File: src/rtl/instr_trace_buffer.sv
// Instruction trace buffer: circular capture of the fetched instruction stream,
// masked-match trigger with post-trigger depth, frozen oldest-first readout.
module instr_trace_buffer #(
    parameter int unsigned DATA_WIDTH = 32,
    parameter int unsigned DEPTH      = 16,
    parameter int unsigned ADDR_WIDTH = 4,
    parameter int unsigned POST_COUNT = 4
) (
    input  logic                  Clk,
    input  logic                  Rst,
    input  logic [DATA_WIDTH-1:0] Instruction,
    input  logic                  InstrValid,
    input  logic                  Arm,
    input  logic                  Halt,
    input  logic [DATA_WIDTH-1:0] TrigValue,
    input  logic [DATA_WIDTH-1:0] TrigMask,
    input  logic                  RdEn,
    output logic [DATA_WIDTH-1:0] RdData,
    output logic                  RdValid,
    output logic [ADDR_WIDTH:0]   Count,
    output logic [1:0]            State,
    output logic                  Triggered
);

    localparam int unsigned CW = ADDR_WIDTH + 1;

    localparam logic [1:0] IDLE  = 2'd0;
    localparam logic [1:0] ARMED = 2'd1;
    localparam logic [1:0] POST  = 2'd2;
    localparam logic [1:0] DONE  = 2'd3;

    logic [1:0]            state;
    logic [1:0]            state_next;
    logic [ADDR_WIDTH-1:0] wr_ptr;
    logic [ADDR_WIDTH-1:0] rd_ptr;
    logic [ADDR_WIDTH-1:0] post_cnt;
    logic [CW-1:0]         count;
    logic                  triggered;
    logic                  rd_valid;
    logic [DATA_WIDTH-1:0] rd_data;
    logic [DATA_WIDTH-1:0] mem [DEPTH];

    logic match;
    logic capturing;
    logic wr_en;
    logic rd_ok;
    logic trig_hit;
    logic post_last;

    // Next-state and control decode; Arm dominates everything
    always_comb begin
        state_next = state;
        match      = InstrValid && (((Instruction ^ TrigValue) & TrigMask) == '0);
        capturing  = (state == ARMED) || (state == POST);
        wr_en      = !Arm && capturing && InstrValid;
        rd_ok      = !Arm && (state == DONE) && RdEn && (count != '0);
        trig_hit   = !Arm && (state == ARMED) && match && !Halt;
        post_last  = (state == POST) && InstrValid && (post_cnt == ADDR_WIDTH'(1));
        // Oldest entry sits Count slots behind the write pointer
        rd_ptr     = wr_ptr - count[ADDR_WIDTH-1:0];

        if (Arm) begin
            state_next = ARMED;
        end else begin
            case (state)
                ARMED: begin
                    if (Halt)       state_next = DONE;
                    else if (match) state_next = (POST_COUNT == 0) ? DONE : POST;
                end
                POST: begin
                    if (Halt || post_last) state_next = DONE;
                end
                default: ;
            endcase
        end
    end

    always_ff @(posedge Clk or posedge Rst) begin
        if (Rst) state <= IDLE;
        else     state <= state_next;
    end

    always_ff @(posedge Clk or posedge Rst) begin
        if (Rst) begin
            wr_ptr    <= '0;
            count     <= '0;
            post_cnt  <= '0;
            triggered <= 1'b0;
            rd_valid  <= 1'b0;
            rd_data   <= '0;
        end else if (Arm) begin
            wr_ptr    <= '0;
            count     <= '0;
            post_cnt  <= '0;
            triggered <= 1'b0;
            rd_valid  <= 1'b0;
        end else begin
            rd_valid <= rd_ok;
            if (wr_en) begin
                wr_ptr <= wr_ptr + ADDR_WIDTH'(1);
                if (count != CW'(DEPTH)) count <= count + CW'(1);
            end
            if (rd_ok) begin
                count   <= count - CW'(1);
                rd_data <= mem[rd_ptr];
            end
            if (trig_hit) begin
                triggered <= 1'b1;
                post_cnt  <= ADDR_WIDTH'(POST_COUNT);
            end else if (wr_en && (state == POST)) begin
                post_cnt <= post_cnt - ADDR_WIDTH'(1);
            end
        end
    end

    // Storage has no reset; contents are meaningless until written
    always_ff @(posedge Clk) begin
        if (wr_en) mem[wr_ptr] <= Instruction;
    end

    assign State     = state;
    assign Count     = count;
    assign Triggered = triggered;
    assign RdValid   = rd_valid;
    assign RdData    = rd_data;

endmodule

File: config.mk
export PLATFORM = sky130hd
export DESIGN_NAME = instr_trace_buffer
export DESIGN_NICKNAME = d
export VERILOG_FILES = /design/src/rtl/instr_trace_buffer.sv
export SDC_FILE = /design/constraint.sdc
export NUM_CORES = 1
export LEC_CHECK = 0
export BUFFER_PORTS_ARGS = -buffer_cell sky130_fd_sc_hd__buf_2
export CAP_MARGIN = 10
export CORE_ASPECT_RATIO = 1.75
export CORE_UTILIZATION = 50
export CTS_CLUSTER_DIAMETER = 60
export DETAILED_ROUTE_END_ITERATION = 10
export GPL_TIMING_DRIVEN = 0
export PLACE_DENSITY = 0.77
export SLEW_MARGIN = 5
export SYNTH_ARGS = -nofsm -noshare
export SYNTH_HDL_FRONTEND = slang
export SYNTH_SLANG_ARGS = --single-unit
File: constraint.sdc
create_clock -name Clk -period 4.75 [get_ports Clk]
set_input_delay 0.475 -clock Clk [delete_from_list [all_inputs] [get_ports Clk]]
set_output_delay 0.475 -clock Clk [all_outputs]
set_load 0.005 [all_outputs]
# Word level (Yosys, flattened, before mapping)
# Memories as Yosys holds them, arrays and structs flattened. A register that Yosys moved wholly into a read port is not among the register bits.
# Cells that the tools add are included.
# W data, S select, Z words.
[word_totals]
ram_bits = 512
output_inout_bits = 41
mem_count = 1
ff_bits = 17
elab_cells = 68
[op_classes]
add_sub_neg = 5
n_reduce_logical = 27
n_eq_ne = 7
bitwise = 3
muxes = 19
[mem_list]
columns = ["name", "depth", "word_bits", "read_ports", "rd_ports_with_merged_regs", "wr", "line", "source"]
rows = [
  ["mem", 16, 32, 1, 1, 1, "41", "logic [DATA_WIDTH-1:0] mem [DEPTH];"],
]
[op_table]
columns = ["cell", "n"]
rows = [
  ["$and A32 B32 Y32", 1],
  ["$logic_not A32 Y1", 1],
  ["$xor A32 B32 Y32", 1],
  ["$mux W4", 5],
  ["$mux W5", 4],
  ["$logic_and A1 B1 Y1", 12],
  ["$reduce_bool A3 Y1", 4],
  ["$mux W2", 4],
  ["$add A5 B1 Y5 const B", 1],
  ["$mux W1", 5],
  ["$ne A5 B5 Y1 const B", 1],
  ["$reduce_bool A5 Y1", 1],
  ["$sub A5 B1 Y5 const B", 1],
  ["$add A4 B1 Y4 const B", 1],
  ["$eq A2 B2 Y1 const B", 2],
  ["$eq A4 B1 Y1 const B", 1],
  ["$ne A4 B4 Y1 const B", 1],
  ["$pmux W2 S2", 1],
  ["$reduce_and A2 Y1", 2],
  ["$reduce_bool A2 Y1", 2],
  ["$sub A4 B1 Y4 const B", 1],
  ["$sub A4 B4 Y4", 1],
  ["$ne A3 B2 Y1 const B", 1],
  ["$reduce_and A3 Y1", 1],
  ["4 further kinds", 6],
]

# Logic depth before layout (Yosys ltp)
# Gate-level depths: netlist (run 1).
[depth]
word_depth = 8
mapped_depth = 13
depth_no_buf = 10

# Worst setup path after synthesis (run 1)
# Ideal clock, no wire load.
[synth_timing]
kind = "register to register"
from = "reg state[0], in the netlist State[0]"
to = "mem mem[3][0], enable pin"
arrival_ns = 3.484
synth_period_minus_slack_ns = 3.945
stages_incl_launch_ff = 7
setup_ns = 0.461
t_required_ns = 4.289
slack_ns = 0.805
path_cell_list = "dfrtp_1 -> inv_1 -> ha_1 -> nand2b_1 -> nor2_1 -> nand2_1 -> nor3_1"
[synth_between]
elab_chain_len = 6
word_cells_on_any_way = 7
[synth_lines]
columns = ["element", "line", "source"]
rows = [
  ["start: declaration", "32", "logic [1:0] state;"],
  ["start signal: assignment", "80", "else state <= state_next;"],
  ["$eq A2 B1 Y1 / $eq A2 B2 Y1 (equally long branches)", "54", "capturing = (state == ARMED) || (state == POST);"],
  ["$logic_or A1 B1 Y1 (*)", "54", ""],
  ["$logic_and A1 B1 Y1 (*) (2 in series)", "55", "wr_en = !Arm && capturing && InstrValid;"],
  ["$mux W1 (*)", "118", "if (wr_en) mem[wr_ptr] <= Instruction;"],
  ["$mux W1 (not written as such) (*)", "118", ""],
  ["end: declaration", "41", ""],
]
# Every way passes the cells marked *; elsewhere a longest branch is shown, timed or not.

# Worst setup path in the final report (run 1)
[layout_timing]
from = "reg wr_ptr[0]"
to = "reg rd_data[16], in the netlist RdData[16], read port of mem"
[layout_between]
elab_chain_len = 1
[layout_lines]
columns = ["element", "line", "source"]
rows = [
  ["start: declaration", "34", "logic [ADDR_WIDTH-1:0] wr_ptr;"],
  ["start signal: assignment", "100", "wr_ptr <= wr_ptr + ADDR_WIDTH'(1);"],
  ["$sub A4 B4 Y4", "60", "rd_ptr = wr_ptr - count[ADDR_WIDTH-1:0];"],
  ["end: declaration", "40", "logic [DATA_WIDTH-1:0] rd_data;"],
]
# Every way passes these cells.
# A chain may end at the register's enable or synchronous reset.

==> flow_metrics.env, run 1 <==
export IMPL_cts_sinks=561
export IMPL_core_area_sq_um=44160
export IMPL_p_clk_share_pct=28.2
export IMPL_routedWlPerCell_um=28.00
export IMPL_area_growth_pct=15.34
export IMPL_status="finished, final reports clean"
export IMPL_cts_buffer_depth=3
export IMPL_cp_required_ns=5.17
export IMPL_synth_top_area_cell="edfxtp_1"
export IMPL_grt_overflow=0
export IMPL_first_pass_iters=5
export IMPL_final_nets=1469
export IMPL_synth_cell_types=44
export IMPL_drc=0
export IMPL_synth_common_cells="edfxtp_1, mux4_2, a211oi_1, nor2b_1, dfrtp_1"
export IMPL_antenna_diode_count=0
export IMPL_grt_use_total_pct=24.67
export IMPL_worst_setup_path_type="reg2reg"
export IMPL_fillers=3231
export IMPL_hold_slack_ns=0.3040
export IMPL_utilization_pct=58.49
export IMPL_yosys_register_bits=561
export IMPL_seq_power_share_pct=42.6
export IMPL_ys_warnings_count=0
export IMPL_tns_ns=0
export IMPL_timing_fmax_mhz=288.0
export IMPL_arrival_ns=3.89
export IMPL_rows=102
export IMPL_worst_slew_pin_slew_ns=0.9709
export IMPL_async_reset_ff_share_pct=8.734
export IMPL_syn_nets=1252
export IMPL_placed_cell_area_sq_um=24340
export IMPL_combPwrFrac_pct=29.1
export IMPL_fp_dieArea_sq_um=45660
export IMPL_numPortBuffers=142
export IMPL_fp_dieW_um=162.0
export IMPL_floorplan_initialDensity_pct=50.71
export IMPL_power_density_nw_per_um2=515.4
export IMPL_cts_tree="built"
export IMPL_first_global_vias=12330
export IMPL_antenna_left=0
export IMPL_synthFlopType="edfxtp_1"
export IMPL_setup_violations=0
export IMPL_gp_congestion=0.7665
export IMPL_grt_antenna_before_repair=0
export IMPL_crit_path_max_incr_delay_ns=0.66
export IMPL_insertion_delay_ns=0.56
export IMPL_intPower_w=0.009219
export IMPL_period_needed_ns=3.472
export IMPL_drv_cap=0
export IMPL_hpwl_um=35590
export IMPL_grt_max_degree=32
export IMPL_slew_violations=0
export IMPL_cts_inserted_buffers=46
export IMPL_p_sw_share_pct=30.74
export IMPL_rsz0062_at_grt="false"
export IMPL_grt_pass1_wl_um=79300
export IMPL_drt_iter0_drc=1137
export IMPL_ctsResizeCount=0
export IMPL_syn_cell_area_sq_um=22390
export IMPL_hold_viol_final=0
export IMPL_stdcell_area_sq_um=25830
export IMPL_cts_root_buffer="clkbuf_16"
export IMPL_avgSynthCellArea_sq_um=19.76
export IMPL_leakage_nw=8.753
export IMPL_power_switching_w=0.004091
export IMPL_io_pins=143
export IMPL_netlist_area_leader_share_pct=68.67
export IMPL_drive_gt1_share_pct=30.95
export IMPL_slew_headroom_pct=35.12
export IMPL_crit_slowest_cell="clkbuf_1"
export IMPL_worstPathMaxFanout=10
export IMPL_crit_chain="inv_1 > ha_1 > fa_1 > buf_2 > clkbuf_1 > mux4_2 > a211oi_1 > o31ai_1"
export IMPL_synth_edf_count=512
export IMPL_die_height_um=281.9
export IMPL_drt_total_wl_um=54830
export IMPL_cts_setup_buffers=0
export IMPL_hp_class="in2reg"
export IMPL_timing_final_crit_share_pct=73.09
export IMPL_hold_buffers=1
export IMPL_yosysMostFrequentCell="edfxtp_1"
export IMPL_yosysSeqAreaShare_pct=74.14
export IMPL_synth_area_leaders="edfxtp_1, mux4_2, dfrtp_1"
export IMPL_clock_skew_ns=0.008688
export IMPL_cp_end_kind="flop"
export IMPL_clkTransAtPathRegs_ns=0.07
export IMPL_synthCells=1133
export IMPL_regArea_sq_um=16600
export IMPL_crit_path_start_kind="flop"
export IMPL_ctsHtreeMaxLevel=2
export IMPL_multi_input_area_sq_um=5490
export IMPL_vias=11970
export IMPL_peakVddDrop_mv=0.4003
export IMPL_viasPerCell=6.111
==> cell type report <==
type,count,area share (%)
Inverter,16,0.2325
Clock buffer,65,5.126
Multi-Input combinational cell,495,21.26
Tap cell,572,2.771
Sequential cell,561,64.28
Timing Repair Buffer,169,4.394
Buffer,61,1.352
Clock inverter,19,0.5862
==> power groups by stage <==
stage | clock network (W) | registers (W) | logic [W]
floorplan | 0 | 0.00575 | 0.00250
global placement | 0 | 0.00578 | 0.00375
detailed placement | 0 | 0.00578 | 0.00385
CTS | 0.00378 | 0.00568 | 0.00390
global route | 0.00395 | 0.00569 | 0.00410
finish | 0.00376 | 0.00567 | 0.00388
==> sequential cells by signal (all words and copies together), names as in the netlist <==
register / cells
Count: 5
RdData: 32
RdValid: 1
State: 2
Triggered: 1
mem: 512
post_cnt: 4
wr_ptr: 4
==> layout by cell type, fill, tap and decap left out, types with 7 or more instances in the layout <==
cell	instances
dfrtp_1	49
clkbuf_1	26
clkbuf_8	8
a21oi_1	12
o31ai_1	35
inv_1	13
xor2_1	37
buf_6	15
mux4_2	128
buf_12	8
nor2b_1	67
buf_4	10
nand2_1	46
clkbuf_16	47
nor2_4	12
buf_2	172
edfxtp_1	512
nor2_1	12
a22oi_1	14
clkinv_2	7
a211oi_1	67
ha_1	15
==> through the flow <==
stage / std cells / setup slack (ns) / total power, W
floorplan: 1133 / 0.8046 / 0.008250
global placement: 1847 / -1.548 / 0.009530
detailed placement: 1873 / 1.343 / 0.009637
CTS: 1958 / 1.332 / 0.01336
global route: 1958 / 1.208 / 0.01374
finish: 1958 / 1.278 / 0.01331
==> routing by layer <==
metal,vias to the layer above,share of wire (%),global-route usage [%]
met3,151,7.1,3.854
met5,-,0,0
met1,6154,34,28.64
li1,5025,-,-
met2,636,54,44.47
met4,0,4.5,11.68
==> worst paths after layout <==
path,cells past startpoint,slack (ns),from,end
worst max-delay path,8,1.28,wr_ptr[0],RdData[16]
worst min-delay path,1,0.30,Instruction[1],mem[13][1]
worst max register to register,8,1.28,wr_ptr[0],RdData[16]
worst min register to register,2,0.48,RdData[13],RdData[13]
max in group asynchronous,4,3.60,Rst,RdData[27]
min in group asynchronous,3,0.54,Rst,RdData[9]
==> worst max-delay path: cells and delay by family, from the launching register on <==
| kind | cells | cell delay, ns |
|---|---|---|
| buf+inv | 3 | 1.10 |
| flops | 1 | 0.45 |
| fa+ha+maj | 2 | 0.75 |
| mux | 1 | 0.43 |
| compound gates | 2 | 0.59 |
==> cell families (layout without fill, tap and decap cells) <==
group                    after synthesis  count (layout)  synth area share, %
flip-flops                           561             561                74.14
AND/OR/NAND/NOR                      167             167                3.917
AO/OA/AOI/OAI                        140             140                4.515
multiplexers                         130             130                12.98
buffers and inverters                 77             330                1.827
XOR/XNOR                              41              41                1.604
adder cells (fa/ha/maj)               17              17                1.017
No activity file was read; power rests on OpenSTA's default activity.
==> run 2: changes to the inputs <==
ABC_AREA = 1   (was default)
clock period = 3.5 ns   (was 4.75 ns; I/O delays follow)
==> run 2 against run 1 <==
Against the previous run:
- synthesized cell count rose by 69%
- flip-flop and latch count stayed put
- area after synthesis up 3.3%
- setup slack worse by 1.1 ns
- clock skew is 0.0041 ns higher
- final cell count rose by 40%
- die area is 3.3% higher
- routed wire length up 23%
- first-iteration DRC count grew 64%
- cell area rose by 2.9%
==> flow_metrics.env, run 2 <==
export IMPL_die_height_um=286.5
export IMPL_synth_top_area_cell="edfxtp_1"
export IMPL_clkTransAtPathRegs_ns=0.06
export IMPL_hp_class="in2reg"
export IMPL_ctsHtreeMaxLevel=2
export IMPL_timing_final_crit_share_pct=95.80
export IMPL_antenna_diode_count=0
export IMPL_numPortBuffers=141
export IMPL_hold_viol_final=0
export IMPL_fp_dieW_um=164.6
export IMPL_grt_pass1_wl_um=97910
export IMPL_netlist_area_leader_share_pct=66.47
export IMPL_setup_violations=0
export IMPL_cts_inserted_buffers=46
export IMPL_tns_ns=0
export IMPL_antenna_left=0
export IMPL_cts_tree="built"
export IMPL_worstPathMaxFanout=10
export IMPL_synthCells=1915
export IMPL_routedWlPerCell_um=24.56
export IMPL_layout_cells_most_common="edfxtp_1"
export IMPL_worst_slew_pin_slew_ns=0.9669
export IMPL_synth_cell_types=31
export IMPL_syn_nets=2034
export IMPL_async_reset_ff_share_pct=8.734
export IMPL_power_density_nw_per_um2=986.1
export IMPL_io_pins=143
export IMPL_clock_skew_ns=0.01280
export IMPL_total_power_w=0.02620
export IMPL_fillers=3463
export IMPL_hold_slack_ns=0.07637
export IMPL_slew_headroom_pct=34.86
export IMPL_first_pass_iters=5
export IMPL_timing_fmax_mhz=298.2
export IMPL_rows=103
export IMPL_dp_slack_ns=0.008810
export IMPL_yosys_register_bits=561
export IMPL_final_cell_mix="edfxtp_1, nor2_1, o21ai_0"
export IMPL_cts_buffer_depth=3
export IMPL_grt_antenna_before_repair=1
export IMPL_regMostFlops="mem"
export IMPL_status="finished, final reports clean"
export IMPL_final_nets=2241
export IMPL_first_global_vias=16550
export IMPL_yosysSeqAreaShare_pct=71.77
export IMPL_peakVddDrop_mv=0.7048
export IMPL_hpwl_um=46260
export IMPL_vias=16450
export IMPL_synth_area_leaders="edfxtp_1, nor2_1, dfrtp_1"
export IMPL_period_needed_ns=3.353
export IMPL_floorplan_initialDensity_pct=50.99
export IMPL_cts_root_buffer="clkbuf_16"
export IMPL_ys_warnings_count=0
export IMPL_syn_cell_area_sq_um=23130
export IMPL_gp_congestion=0.8746
export IMPL_cts_sinks=561
export IMPL_synth_edf_count=512
export IMPL_avgSynthCellArea_sq_um=12.08
export IMPL_utilization_pct=58.56
export IMPL_synth_common_cells="edfxtp_1, nor2_1, o21ai_0, o211ai_1, nand2_1"
export IMPL_cp_required_ns=3.98
export IMPL_fp_dieArea_sq_um=47160
export IMPL_drive_gt1_share_pct=14.27
export IMPL_area_growth_pct=14.84
export IMPL_grt_overflow=0
export IMPL_core_area_sq_um=45360
export IMPL_largest_reg_flops=512
export IMPL_viasPerCell=6.014
export IMPL_drt_total_wl_um=67190
export IMPL_arrival_ns=3.84
export IMPL_insertion_delay_ns=0.57
export IMPL_drc=0
export IMPL_drt_iter0_drc=1866
export IMPL_yosysMostFrequentCell="edfxtp_1"
export IMPL_synthFlopType="edfxtp_1"
export IMPL_drv_cap=0
export IMPL_cp_end_kind="flop"
export IMPL_leakage_nw=9.300
export IMPL_rsz0062_at_grt="false"
export IMPL_r2r_slack_ns=0.15
export IMPL_crit_path_start_kind="flop"
export IMPL_grt_use_total_pct=28.75
export IMPL_slew_violations=0
export IMPL_worst_setup_path_type="reg2reg"
export IMPL_grt_max_degree=29
export IMPL_setup_ws_ns=0.1469
## run 2: worst max-delay path, cell delays in order, from the launching register on
cell and delay, ns:
dfrtp_1 0.41, inv_1 0.12, ha_1 0.23, fa_1 0.64, buf_2 0.30, clkbuf_1 0.54, o21ai_0 0.31, o211ai_1 0.38
nand3_1 0.16, a31oi_1 0.17
## run 2: per-layer routing
layer  track usage (%)  share of wire (%)
met4             22.04                8.6
met5                 0              0.012
met2             48.17                 50
met1             32.37                 33
met3             4.943                9.1
## run 2: layout make-up
class                           count  area, sq um  share of cell area, %
Buffer                            112        559.3                  2.105
Clock inverter                     24        178.9                 0.6735
Clock buffer                       61         1301                  4.899
Inverter                           75        281.5                  1.060
Tap cell                          577        721.9                  2.718
Timing Repair Buffer              159         1109                  4.173
Sequential cell                   561        16600                  62.49
Multi-Input combinational cell   1167         5812                  21.88
## run 2: path summary, 6_finish.rpt
kind,end,depth (start not counted),start
max in group asynchronous,wr_ptr[2],4,Rst
worst min register to register,Triggered,2,Triggered
worst max register to register,RdData[6],9,wr_ptr[0]
worst max-delay path,RdData[6],9,wr_ptr[0]
worst min-delay path,post_cnt[2],2,Arm
min in group asynchronous,RdData[24],3,Rst
## run 2: logic make-up after synthesis
group	synth area share, %
fa+ha+maj	0.9845
compound gates	11.13
simple gates	12.12
xor+xnor	0.3733
buf+inv	3.624
flops	71.77
## run 2: through the flow
stage	cells	cell area, sq um
after global routing	2736	26560
after CTS	2736	26560
final	2736	26560
after floorplan	1915	23130
after global placement	2633	24560
after detailed placement	2650	25070
## run 2: what timing repair did
action                                  CTS  global route
resized for setup                         1             2
buffers inserted                          0             0
endpoints found under the setup margin    2             7
hold buffers                              1             0
endpoints found under the hold margin    21             0
## run 2: where the power goes
| part | leakage, nW | switching [W] | total, W | internal (W) |
|---|---|---|---|---|
| Sequential | 5.20 | 0.000241 | 0.00792 | 0.00768 |
| Combinational | 3.38 | 0.00931 | 0.0132 | 0.00385 |
| Clock | 0.721 | 0.00234 | 0.00512 | 0.00278 |
